### src/rtl/stride_pkg.sv
// Shared types for the stride prefetcher.
// Burst modes, FSM states and stride sign-extension.
package stride_pkg;

  typedef enum logic [1:0] {
    PF_NONE = 2'd0,
    PF_ONE  = 2'd1,
    PF_TWO  = 2'd2
  } pf_mode_e;

  typedef enum logic {
    PF_IDLE  = 1'b0,
    PF_ISSUE = 1'b1
  } pf_state_e;

  // raw holds a w-bit stride zero-extended; return it sign-extended
  function automatic logic [31:0] sext_stride(
    input logic [31:0] raw,
    input int unsigned w
  );
    logic signed [31:0] t;
    t = signed'(raw << (32 - w));
    return 32'(t >>> (32 - w));
  endfunction

endpackage

### src/rtl/stride_prefetcher.sv
// Issues bursts of predicted addresses from detector strides.
// One-stride and alternating two-stride patterns over valid/ready.
module stride_prefetcher
  import stride_pkg::*;
#(
  parameter int MAX_STRIDE_WIDTH = 5,
  parameter int PREFETCH_DEPTH   = 4
) (
  input  logic                        clk_i,
  input  logic                        rst_i,
  input  logic [31:0]                 value_i,
  input  logic                        valid_i,
  input  logic [MAX_STRIDE_WIDTH-1:0] stride_1_i,
  input  logic                        stride_1_valid_i,
  input  logic [MAX_STRIDE_WIDTH-1:0] stride_2_i,
  input  logic                        stride_2_valid_i,
  output logic [31:0]                 pf_addr_o,
  output logic                        pf_valid_o,
  input  logic                        pf_ready_i,
  output logic [1:0]                  pf_mode_o,
  output logic                        busy_o
);

  localparam int unsigned MSW = MAX_STRIDE_WIDTH;
  localparam int CW = $clog2(PREFETCH_DEPTH) + 1;
  localparam logic [CW-1:0] LAST = CW'(PREFETCH_DEPTH - 1);

  pf_state_e     state_q, state_d;
  pf_mode_e      mode_q, mode_d;
  logic [31:0]   addr_q, addr_d;
  logic [31:0]   s0_q, s0_d;
  logic [31:0]   s1_q, s1_d;
  logic          slot_q, slot_d;
  logic          phase_q, phase_d;
  logic [CW-1:0] count_q, count_d;

  logic [31:0] in_s0;
  logic [31:0] in_s1;
  pf_mode_e    in_mode;
  logic        all_zero;
  logic        trigger;
  logic        accept;
  logic        slot_nx;

  always_comb begin
    in_s0    = sext_stride(32'(stride_1_i), MSW);
    in_s1    = sext_stride(32'(stride_2_i), MSW);
    in_mode  = PF_NONE;
    if (stride_2_valid_i) begin
      in_mode = PF_TWO;
    end else if (stride_1_valid_i) begin
      in_mode = PF_ONE;
    end
    if (in_mode == PF_TWO) begin
      all_zero = (in_s0 == '0) && (in_s1 == '0);
    end else begin
      all_zero = (in_s0 == '0);
    end
    trigger = valid_i && (in_mode != PF_NONE) && !all_zero;
    accept  = (state_q == PF_ISSUE) && pf_ready_i;
  end

  always_comb begin
    state_d = state_q;
    mode_d  = mode_q;
    addr_d  = addr_q;
    s0_d    = s0_q;
    s1_d    = s1_q;
    slot_d  = slot_q;
    count_d = count_q;
    phase_d = phase_q ^ valid_i;
    slot_nx = slot_q;
    if (trigger) begin
      // a new trigger wins even over a same-cycle accept
      state_d = PF_ISSUE;
      mode_d  = in_mode;
      s0_d    = in_s0;
      s1_d    = in_s1;
      slot_d  = phase_d;
      count_d = '0;
      if ((in_mode == PF_TWO) && !phase_d) begin
        addr_d = value_i + in_s1;
      end else begin
        addr_d = value_i + in_s0;
      end
    end else if (accept) begin
      if (count_q == LAST) begin
        state_d = PF_IDLE;
        mode_d  = PF_NONE;
        count_d = '0;
      end else begin
        count_d = count_q + CW'(1);
        slot_nx = (mode_q == PF_TWO) ? !slot_q : slot_q;
        slot_d  = slot_nx;
        if ((mode_q == PF_TWO) && !slot_nx) begin
          addr_d = addr_q + s1_q;
        end else begin
          addr_d = addr_q + s0_q;
        end
      end
    end
  end

  always_ff @(posedge clk_i) begin
    if (rst_i) begin
      state_q <= PF_IDLE;
      mode_q  <= PF_NONE;
      addr_q  <= '0;
      s0_q    <= '0;
      s1_q    <= '0;
      slot_q  <= 1'b0;
      phase_q <= 1'b0;
      count_q <= '0;
    end else begin
      state_q <= state_d;
      mode_q  <= mode_d;
      addr_q  <= addr_d;
      s0_q    <= s0_d;
      s1_q    <= s1_d;
      slot_q  <= slot_d;
      phase_q <= phase_d;
      count_q <= count_d;
    end
  end

  assign pf_valid_o = (state_q == PF_ISSUE);
  assign busy_o     = (state_q == PF_ISSUE);
  assign pf_addr_o  = addr_q;
  assign pf_mode_o  = mode_q;

endmodule

### config.mk
export PLATFORM = sky130hd
export DESIGN_NAME = stride_prefetcher
export DESIGN_NICKNAME = d
export VERILOG_FILES = /design/src/rtl/stride_pkg.sv /design/src/rtl/stride_prefetcher.sv
export SDC_FILE = /design/constraint.sdc
export NUM_CORES = 1
export LEC_CHECK = 0
export BUFFER_PORTS_ARGS = -buffer_cell sky130_fd_sc_hd__buf_2
export CAP_MARGIN = 5
export CELL_PAD_IN_SITES_DETAIL_PLACEMENT = 1
export CELL_PAD_IN_SITES_GLOBAL_PLACEMENT = 2
export CORE_UTILIZATION = 34
export DETAILED_ROUTE_END_ITERATION = 6
export HOLD_SLACK_MARGIN = 0.08
export PLACE_DENSITY = 0.79
export SLEW_MARGIN = 30
export SYNTH_ARGS = -nofsm -noshare
export SYNTH_HDL_FRONTEND = slang
export SYNTH_SLANG_ARGS = --single-unit
### constraint.sdc
create_clock -name clk_i -period 4.6 [get_ports clk_i]
set_input_delay 0.23 -clock clk_i [delete_from_list [all_inputs] [get_ports clk_i]]
set_output_delay 0.23 -clock clk_i [all_outputs]
set_load 0.05 [all_outputs]
# --- Yosys cells after proc, flatten, opt, wreduce, memory -nomap -nowiden ---
# Cells that the tools add are included.
totals:
  reg_bits: 50
  elab_cells: 55
op_classes:
  n_addsub: 5
  n_eq_ne: 4
  n_mux: 19
  bitwise: 1
  n_reduce_logical: 18
op_table:
  columns: ["op", "count"]
  rows:
  - ["$mux W32", 5]
  - ["$add A32 B32 Y32", 4]
  - ["$logic_not A32 Y1", 2]
  - ["$mux W1", 9]
  - ["$mux W2", 4]
  - ["$logic_and A1 B1 Y1", 6]
  - ["$reduce_bool A2 Y1", 3]
  - ["$eq A2 B2 Y1 const B", 2]
  - ["$logic_not A1 Y1", 4]
  - ["$reduce_and A2 Y1", 2]
  - ["$add A3 B1 Y3 const B", 1]
  - ["$eq A3 B2 Y1 const B", 1]
  - ["$mux W3", 1]
  - ["$ne A2 B2 Y1 const B", 1]
  - ["$reduce_or A2 Y1", 1]
  - ["$xor A1 B1 Y1", 1]

# --- Longest topological paths before layout ---
logic_depth:
  depth_word: 8
  ltp_mapped: 15
  ltp_nobuf: 15

# --- Least setup slack after synthesis ---
# OpenSTA, ideal clock, no wires.
synth_path:
  path_type: "register -> register"
  from: "register mode_q[1] (netlist: pf_mode_o[1])"
  to: "register addr_q[30] (netlist: pf_addr_o[30])"
  setup_time_ps: 100
  arrival_time_ps: 3887
  required_ps: 4500
  path_slack_ps: 613
  path_stages_with_launch: 14
  path_buffers: 0
  synth_period_minus_slack_ps: 3987
  cell_sequence: "dfxtp_1 > nor2b_1 > ha_1 > mux2_2 > ha_1 > a21o_1 > a21oi_1 > o21ai_0 > a221oi_1 > o31a_4 > o21ai_4 > a41oi_2 > mux2_4 > a2111oi_4"
synth_via:
  elab_chain_cells: 8
synth_lines:
  columns: ["item", "line", "rtl"]
  rows:
  - ["from (decl)", "stride_prefetcher.sv:29", "pf_mode_e mode_q, mode_d;"]
  - ["from (signal assigned)", "stride_prefetcher.sv:116", "mode_q <= mode_d;"]
  - ["$eq A2 B2 Y1 *", "stride_prefetcher.sv:93, stride_prefetcher.sv:95", null]
  - ["$mux W1", "stride_prefetcher.sv:93", "slot_nx = (mode_q == PF_TWO) ? !slot_q : slot_q;"]
  - ["$logic_not A1 Y1", "stride_prefetcher.sv:95", "if ((mode_q == PF_TWO) && !slot_nx) begin"]
  - ["$logic_and A1 B1 Y1 *", "stride_prefetcher.sv:95", null]
  - ["$mux W32 *", "stride_prefetcher.sv:95", null]
  - ["$mux W32 *", "stride_prefetcher.sv:87", "if (count_q == LAST) begin"]
  - ["$mux W32 *", "stride_prefetcher.sv:86", "end else if (accept) begin"]
  - ["$mux W32 *", "stride_prefetcher.sv:73", "if (trigger) begin"]
  - ["to (signal assigned)", "stride_prefetcher.sv:117", "addr_q <= addr_d;"]
  - ["to (decl)", "stride_prefetcher.sv:30", "logic [31:0] addr_q, addr_d;"]
# Every way passes the cells marked *; elsewhere a longest branch is shown, timed or not. The select of a mux whose other input is x is not followed.
# A chain may end at the register's enable or synchronous reset.

# --- Worst setup path after layout ---
layout_path:
  from: "register mode_q[1] (netlist: pf_mode_o[1])"
  to: "register addr_q[27] (netlist: pf_addr_o[27])"
# The elaborated chain is that of the path after synthesis.

==> impl_metrics.yaml <==
floorplanning:
  coreArea_um2: 16100
  die_area_um2: 17200
  rows: 46
  ioPinCount: 84
  die_w_um: 131
  die_h_um: 131
  initial_core_util_pct: 35.3
clock_network:
  cts_resized: 0
  clk_latency_ps: 300
  clock_path_buffers: 2
  cts_tree: "yes"
  clk_pin_slew_ps: 70
  cts-root-buf: "clkbuf_16"
  postCtsHoldBufs: 0
  cts_buffers: 5
  postCtsSetupBuffers: 0
  ctsHtreeMaxLevel: 2
  clock-sinks: 50
timing:
  setup_viol: 0
  max_freq_mhz: 242
  worstMarginPinSlew_ps: 828
  final-hold-violation-count: 0
  slew_headroom_pct: 44.8
  fin_crit_sh_pct: 89.7
  final_max_slew_viol_count: 0
  fin_skew_ps: 6.63
  min_period_ps: 4130
  rsz0062_at_grt: "false"
  setup_tns_ps: 0
worst_setup_path:
  endpoint_kind: "register"
  worstPathMaxFanout: 15
  cp_slowest_cell: "mux2_2"
  timing.rr.start: "pf_mode_o[1]"
  rr_endpoint: "pf_addr_o[27]"
  cp_cell_sequence: "nor2b_1, ha_1, mux2_2, ha_1, a21oi_1, o21ai_0, a2bb2oi_1, o21ai_0, a21bo_2, o21ai_0, o21ai_0, nand3_1"
  r2r_slack_ps: 470
  r2r_cells: 12
  crit_arrival_ps: 4300
  max_stage_delay_ps: 540
  worstSetupPathType: "register to register"
  required_ps: 4770
  critPathMostFrequentCell: "o21ai_0"
  startpoint_type: "register"
synth:
  synth_edf_count: 0
  synth_flop_cell: "dfxtp_1"
  synth_nets: 866
  synth_cell_type_count: 78
  yosys_warnings: 0
  synth_top_area_share_pct: 17.6
  ys_top_cells_by_area: "dfxtp_1 (18%), ha_1 (15%), a21oi_1 (7.8%), nand2_1 (5.7%), nor2_1 (4.5%)"
  yosysMostFrequentCell: "a21oi_1"
  synth_cells: 749
  synthArstFlopShare_pct: 0
  yosys-top-cells-count: "a21oi_1 (88), nand2_1 (86), nor2_1 (68)"
  yosysTopAreaCell: "dfxtp_1"
  synth_area_um2: 5670
  ys_ff_latch: 50
  synth_area_per_cell_um2: 7.57
  ys_seq_area_share_pct: 17.6
global_routing:
  grt_use_total_pct: 22.3
  grt_antenna_before_repair: 0
  grt_pass1_wl_mm: 31.3
  gr-total-overflow: 0
  grt_pass1_vias: 6069
  grt_max_degree: 51
placement:
  place_hpwl_mm: 15.0
  io_buffers: 83
  gp_congestion: 0.871
  placed_cell_area_um2: 6270
pwr:
  clkPwrFrac_pct: 20.0
  p_sw_uw: 880
  p_sw_share_pct: 45.9
  p_per_area_nw_per_um2: 299
  power_frac_comb_pct: 52.9
  p_int_mw: 1.04
  power.leakage_nw: 2.81
  p_seq_share_pct: 27.2
  ir_drop_mv: 0.151
outcome:
  status: "finished clean"
finish:
  fillers: 2010
  syn_to_final_growth_pct: 13.2
  stdcell_area_um2: 6420
  antenna_cells: 0
  multiInputGateArea_um2: 4450
  final_nets: 929
  drive_gt1_share_pct: 16.0
  ff_latch_area_um2: 1000
route:
  via_count: 5834
  detail-route-antenna-nets: 0
  drcViolationCount: 0
  vias_per_cell: 5.67
  wire_per_inst_um: 18.4
  totalWireLength_mm: 19.0
  initialDrtViolationCount: 219
  dr.pass1.iters: 4
hold_path:
  hold_end: "s0_q[2]"
  hp-class: "primary input to register"
  hold_depth: 3
  hp-start: "stride_1_i[2]"
flow_run:
  drv_cap: 0
logic make-up after synthesis:
logic type	count (synthesis)	synth area share, %
AOI/OAI and AO/OA	265	31.9
and+or+nand+nor	245	20.3
adders and majority gates	69	15.5
buffers and inverters	55	4.06
DFF	50	17.6
xor gates and xnor gates	49	7.57
muxes	16	3.11
through the flow:
stage | power (mW) | setup slack (ps) | cells | util [%] | hold WS (ps)
detailed placement | 1.54 | 553 | 1021 | 39.1 | 456
CTS | 1.93 | 532 | 1029 | 40.0 | 193
global route | 2.05 | 272 | 1029 | 40.0 | 201
floorplan | 1.27 | 613 | 749 | - | 341
global placement | 1.52 | 599 | 1021 | 39.1 | 441
finish | 1.92 | 473 | 1029 | 40.0 | 202
power groups by stage:
stage	Combinational (mW)	Sequential [mW]	Clock, mW
6_report	1.01	0.521	0.383
5_1_grt	1.11	0.527	0.412
4_1_cts	1.02	0.521	0.398
3_5_place_dp	1.01	0.531	0
3_3_place_gp	0.988	0.530	0
2_1_floorplan	0.625	0.644	0
worst max-delay path, delay by kind of cell (launching register included):
| family | cells | cell delay (ps) |
|---|---|---|
| AOI/OAI and AO/OA | 7 | 2020 |
| adders and majority gates | 2 | 770 |
| DFF | 1 | 350 |
| and+or+nand+nor | 2 | 280 |
| muxes | 1 | 540 |
final cells by class:
cell class | count | share of cell area, %
repair buffers | 90 | 7.33
inverters | 21 | 1.23
clock buffers | 5 | 1.95
clock inverters | 3 | 0.331
flip-flops and latches | 50 | 15.6
multi-input cells | 644 | 69.4
well taps | 216 | 4.21
sequential cells by signal, indices dropped and copies added (netlist names):
name and count:
count_q 3, busy_o 1, s0_q 5, s1_q 5
pf_mode_o 2, phase_q 1, slot_q 1, pf_addr_o 32
how the worst max path moves through the flow:
stage / endpoint / slack (ps) / startpoint / depth (start not counted)
after floorplan: pf_addr_o[30] / 610 / pf_mode_o[1] / 13
after global placement: pf_addr_o[25] / 600 / pf_mode_o[1] / 13
after detailed placement: pf_addr_o[27] / 550 / valid_i / 15
after CTS: pf_addr_o[25] / 530 / pf_mode_o[1] / 13
after global routing: pf_addr_o[25] / 270 / pf_mode_o[1] / 13
final: pf_addr_o[27] / 470 / pf_mode_o[1] / 12
layer usage:
metal,vias up,wire length (µm),track usage [%],part of all wire (%)
met5,-,0,0,0
met4,0,250,5.42,1.3
met3,17,452,1.81,2.4
met2,97,8790,37.7,46
met1,2802,9470,30.3,50
li1,2918,-,-,-
cell usage in the layout, fill, tap and decap left out, types with 10 or more instances in the layout:
cell type  netlist  layout
a21oi_1         88      88
nand2_1         86      86
buf_2            0      82
nor2_1          68      67
ha_1            67      67
dfxtp_1         50      50
o21ai_0         40      40
xnor2_1         28      28
a211oi_1        22      22
xor2_1          21      21
inv_1           21      21
a21o_1          20      20
nand3_1         18      18
nand4_1         13      13
a221oi_1        10      10
nor3_1          10      10
(Power assumes the default switching activity.)
